===== src/rtl/wb_host_master.sv =====
// Single-outstanding Wishbone classic initiator: accepts one command, runs one bus
// cycle with an ack timeout, then holds the response until the requester takes it.
module wb_host_master #(
   parameter int unsigned TIMEOUT = 255
) (
   input  logic        wb_clk_i,
   input  logic        wb_rst_n_i,

   input  logic        cmd_valid,
   output logic        cmd_ready,
   input  logic        cmd_we,
   input  logic [31:0] cmd_adr,
   input  logic [31:0] cmd_dat,
   input  logic [3:0]  cmd_sel,

   output logic        rsp_valid,
   input  logic        rsp_ready,
   output logic [31:0] rsp_dat,
   output logic        rsp_err,

   output logic        wbm_cyc_o,
   output logic        wbm_stb_o,
   output logic        wbm_we_o,
   output logic [3:0]  wbm_sel_o,
   output logic [31:0] wbm_adr_o,
   output logic [31:0] wbm_dat_o,
   input  logic [31:0] wbm_dat_i,
   input  logic        wbm_ack_i,

   output logic        busy
);

   typedef enum logic [1:0] {
      IDLE = 2'd0,
      BUS  = 2'd1,
      RESP = 2'd2
   } state_t;

   // Counter value on the last BUS edge that may still see an ack.
   localparam logic [15:0] WAIT_LAST = 16'(TIMEOUT - 1);

   state_t      state_reg;
   state_t      state_next;

   logic        we_reg;
   logic [31:0] adr_reg;
   logic [31:0] dat_reg;
   logic [3:0]  sel_reg;
   logic [15:0] wait_cnt_reg;
   logic [31:0] rsp_dat_reg;
   logic        rsp_err_reg;

   logic        load_cmd;
   logic        take_ack;
   logic        take_timeout;

   always_ff @(posedge wb_clk_i or negedge wb_rst_n_i) begin
      if (!wb_rst_n_i) begin
         state_reg <= IDLE;
      end else begin
         state_reg <= state_next;
      end
   end

   always_comb begin
      state_next   = state_reg;
      load_cmd     = 1'b0;
      take_ack     = 1'b0;
      take_timeout = 1'b0;
      case (state_reg)
         IDLE: begin
            if (cmd_valid) begin
               load_cmd   = 1'b1;
               state_next = BUS;
            end
         end
         BUS: begin
            // An ack on the final wait edge still counts as a completion.
            if (wbm_ack_i) begin
               take_ack   = 1'b1;
               state_next = RESP;
            end else if (wait_cnt_reg == WAIT_LAST) begin
               take_timeout = 1'b1;
               state_next   = RESP;
            end
         end
         RESP: begin
            if (rsp_ready) begin
               state_next = IDLE;
            end
         end
         default: state_next = IDLE;
      endcase
   end

   always_ff @(posedge wb_clk_i or negedge wb_rst_n_i) begin
      if (!wb_rst_n_i) begin
         we_reg       <= 1'b0;
         adr_reg      <= 32'd0;
         dat_reg      <= 32'd0;
         sel_reg      <= 4'd0;
         wait_cnt_reg <= 16'd0;
      end else if (load_cmd) begin
         we_reg       <= cmd_we;
         adr_reg      <= cmd_adr;
         dat_reg      <= cmd_dat;
         sel_reg      <= cmd_sel;
         wait_cnt_reg <= 16'd0;
      end else if (state_reg == BUS && !wbm_ack_i) begin
         wait_cnt_reg <= wait_cnt_reg + 16'd1;
      end
   end

   // Response registers only move on a BUS completion, so late acks cannot disturb them.
   always_ff @(posedge wb_clk_i or negedge wb_rst_n_i) begin
      if (!wb_rst_n_i) begin
         rsp_dat_reg <= 32'd0;
         rsp_err_reg <= 1'b0;
      end else if (take_ack) begin
         rsp_dat_reg <= we_reg ? 32'd0 : wbm_dat_i;
         rsp_err_reg <= 1'b0;
      end else if (take_timeout) begin
         rsp_dat_reg <= 32'd0;
         rsp_err_reg <= 1'b1;
      end
   end

   // Bus outputs are decoded from state so a reset drops the cycle without a clock edge.
   always_comb begin
      wbm_cyc_o = 1'b0;
      wbm_stb_o = 1'b0;
      wbm_we_o  = 1'b0;
      wbm_sel_o = 4'd0;
      wbm_adr_o = 32'd0;
      wbm_dat_o = 32'd0;
      if (state_reg == BUS) begin
         wbm_cyc_o = 1'b1;
         wbm_stb_o = 1'b1;
         wbm_we_o  = we_reg;
         wbm_sel_o = sel_reg;
         wbm_adr_o = adr_reg;
         wbm_dat_o = dat_reg;
      end
   end

   assign cmd_ready = (state_reg == IDLE);
   assign busy      = (state_reg != IDLE);
   assign rsp_valid = (state_reg == RESP);
   assign rsp_dat   = rsp_dat_reg;
   assign rsp_err   = rsp_err_reg;

endmodule


===== config.mk =====
export PLATFORM = sky130hd
export DESIGN_NAME = wb_host_master
export DESIGN_NICKNAME = d
export VERILOG_FILES = /design/src/rtl/wb_host_master.sv
export SDC_FILE = /design/constraint.sdc
export NUM_CORES = 1
export LEC_CHECK = 0
export CORE_UTILIZATION = 40
export CTS_CLUSTER_DIAMETER = 30
export DETAILED_ROUTE_END_ITERATION = 8
export PLACE_DENSITY_LB_ADDON = 0.05
export SETUP_SLACK_MARGIN = 0.2
export SYNTH_ARGS = -nofsm -noshare
export SYNTH_HDL_FRONTEND = slang
export SYNTH_SLANG_ARGS = --single-unit
export TNS_END_PERCENT = 10

===== constraint.sdc =====
create_clock -name wb_clk_i -period 4.46 [get_ports wb_clk_i]
set_input_delay 0.446 -clock wb_clk_i [delete_from_list [all_inputs] [get_ports wb_clk_i]]
set_output_delay 0.446 -clock wb_clk_i [all_outputs]
set_load 0.02 [all_outputs]

==> metrics <==
Max transition margin=21.8%; CORE AREA=0.0134 sq mm; Seq/Total Area, Yosys=54.0%; DR DRC count=0; TritonCTS Buffers=17; HPWL Detailed=10000 microns; CP Class=register to output port; CTS H-tree lvls=4; clk_lat worst skew=0.41 ns; Worst-Margin Slew=1.17 ns; TritonCTS clock tree=yes; fmax=285 MHz; vias in the first global route=4917; final hold vios=0; FF-to-FF path depth=6; unrepaired setup endpoints after global routing=false; EDFF count, synth=0; Ys Warns=0; PwrDens=686 mW/mm^2; post-synthesis instance area=0.00556 sq mm; first-pass GRT wire length=24800 microns; Die W=120 microns; crit path max-delay cell type=inv_2; ordered cell list for the critical path=nand2b_1 -> buf_4 -> inv_2 -> and2_1 -> clkdlybuf4s50_1; top cells by area, synth=dfrtp_1 (54%), nand2_1 (15%), and2_1 (8.0%), a22o_1 (5.5%), a21o_1 (4.0%); min Tclk post-route=3.51 ns; Die ar.=0.0144 sq mm; initial antenna violation count=0; RD Place Congestion=0.775; fraction of layout cells with a size suffix above 1=6.32%; dominant cell type by area after synthesis=dfrtp_1; Final Cell Area=0.00839 sq mm; CTS max path bufs=2; Ports=213; Yosys reg bits=120; Synth cell types=42; WP data arrival=3.06 ns; Overall Global Routing Usage=22.2%; leakage=3.88 nW; Finish-stage setup viols=0; setup_tns=0 ns; Crit. End Element=output port; Cells after Synth=596; via count=4841; worst vdd ir=0.000316 V; clock-pin transition on the worst setup and hold timing paths=0.05 ns; most numerous cell in the Yosys netlist=nand2_1; Syn Area/Cell=9.33 sq um; routed length per instance=15.4 microns; Vias/cell=4.92; # port buffers=212; Rows=42; share of flip-flops with an asynchronous set or reset=100%; fin nets=902; Post-CTS Resized=0; synth cell count leaders=nand2_1 (215), dfrtp_1 (120), and2_1 (71), a22o_1 (35), a21o_1 (30); die height=120 microns; Worst R2R Setup Slack=2.02 ns; root buffer cell=clkbuf_16; diodes inserted=0; Initial Utilization=41.5%; Post-CTS Setup Bufs=0; Max FO, Critical Path=76; area delta synth->final=50.8%; status=completed; worst hold path class=primary input to async pin; clk sinks=120; remaining global-route overflow=0; Routed WL=15200 microns; Post-CTS Hold Buffers=0; fin crit share=78.7%; Synthesized Nets=704; fill count=1154; post-synth top area share=54.0%; startpoint types=register; Worst Path Buf+Inv=3; largest net degree at the start of global routing=77; post-route ant nets=0; CP delay by family, top=buffers and inverters; Crit Reg-Reg Endpoint=adr_reg[0]$_DFFE_PN0P_; required time of the worst setup path=4.01 ns; DR iter-0 viols=202; Largest stage delay, worst path=0.83 ns; drt first pass iters=4; clk_skew=0.00683 ns; reg-to-reg startpoint=state_reg[0]$_DFFE_PN0P_; main flop type after synthesis=dfrtp_1; DP Area=0.00776 sq mm; Max Cap Violations=0; Slew Viols, Final=0; final design utilization=62.6%
-- layout make-up --
type	instances	area, sq um	share of cell area (%)
clock buffer	20	457	5.44
sequential	120	3000	35.8
clock inverter	12	174	2.07
timing repair buffer	218	2160	25.8
inverter	6	22.5	0.268
multi-input combinational	431	2350	28.0
tap	176	220	2.62
-- cell families after synthesis --
| group | share of synthesized area [%] |
|---|---|
| and+or+nand+nor | 27.6 |
| buffers and inverters | 3.94 |
| DFF | 54.0 |
| muxes | 0.382 |
| xor gates and xnor gates | 0.787 |
| AOI/OAI and AO/OA | 12.8 |
| adders and majority gates | 0.450 |
-- per-stage QoR --
step                hold WS (ns)  instances  worst slack, ns  power (W)
global placement           0.449        951             1.45    0.00427
floorplan                  0.150        596             2.44    0.00327
detailed placement         0.455        951             1.36    0.00433
global route               0.195        983            0.764    0.00612
finish                     0.131        983            0.950    0.00576
CTS                        0.156        983            0.914    0.00582
-- where the power goes --
part	leakage (nW)	switching (W)	internal, W
Clock	0.298	0.000489	0.000962
Sequential	1.45	0.000297	0.00154
Combinational	2.12	0.00129	0.00118
Total	3.88	0.00207	0.00368
-- layer usage --
layer  vias to the layer above  GRT usage, %  share of wire (%)
met3                        13          7.08                6.8
met1                      2317          27.8                 44
met2                       153          36.1                 48
met4                         0          7.34                1.1
li1                       2358             -                  -
met5                         -             0                  0
-- cell usage in the layout, fill, tap and decap left out, types with 3 or more instances in the layout --
cell type,Yosys,routed
clkbuf_16,0,17
nand3_1,5,5
buf_4,2,7
inv_1,6,5
clkinv_2,0,3
nor2_1,9,9
nand2b_1,6,6
a22o_1,35,35
and2_1,71,70
bufinv_16,0,4
nand2_1,215,215
nand4_1,5,5
or4_1,3,3
dfrtp_1,120,120
a21o_1,30,30
a21oi_1,8,8
o31ai_1,4,4
xnor2_1,3,3
clkdlybuf4s50_1,0,211
clkinvlp_4,0,4
-- worst max-delay path by stage --
stage | startpoint | to | cells past startpoint
4_1_cts | state_reg[1]$_DFFE_PN0P_ | wbm_adr_o[23] | 5
3_5_place_dp | state_reg[1]$_DFFE_PN0P_ | wbm_adr_o[23] | 5
6_report | state_reg[1]$_DFFE_PN0P_ | wbm_adr_o[23] | 5
5_1_grt | state_reg[0]$_DFFE_PN0P_ | wbm_adr_o[3] | 5
3_3_place_gp | state_reg[1]$_DFFE_PN0P_ | wbm_adr_o[23] | 5
2_1_floorplan | state_reg[1]$_DFFE_PN0P_ | wbm_adr_o[0] | 7
Power figures use the tool's default switching activity.
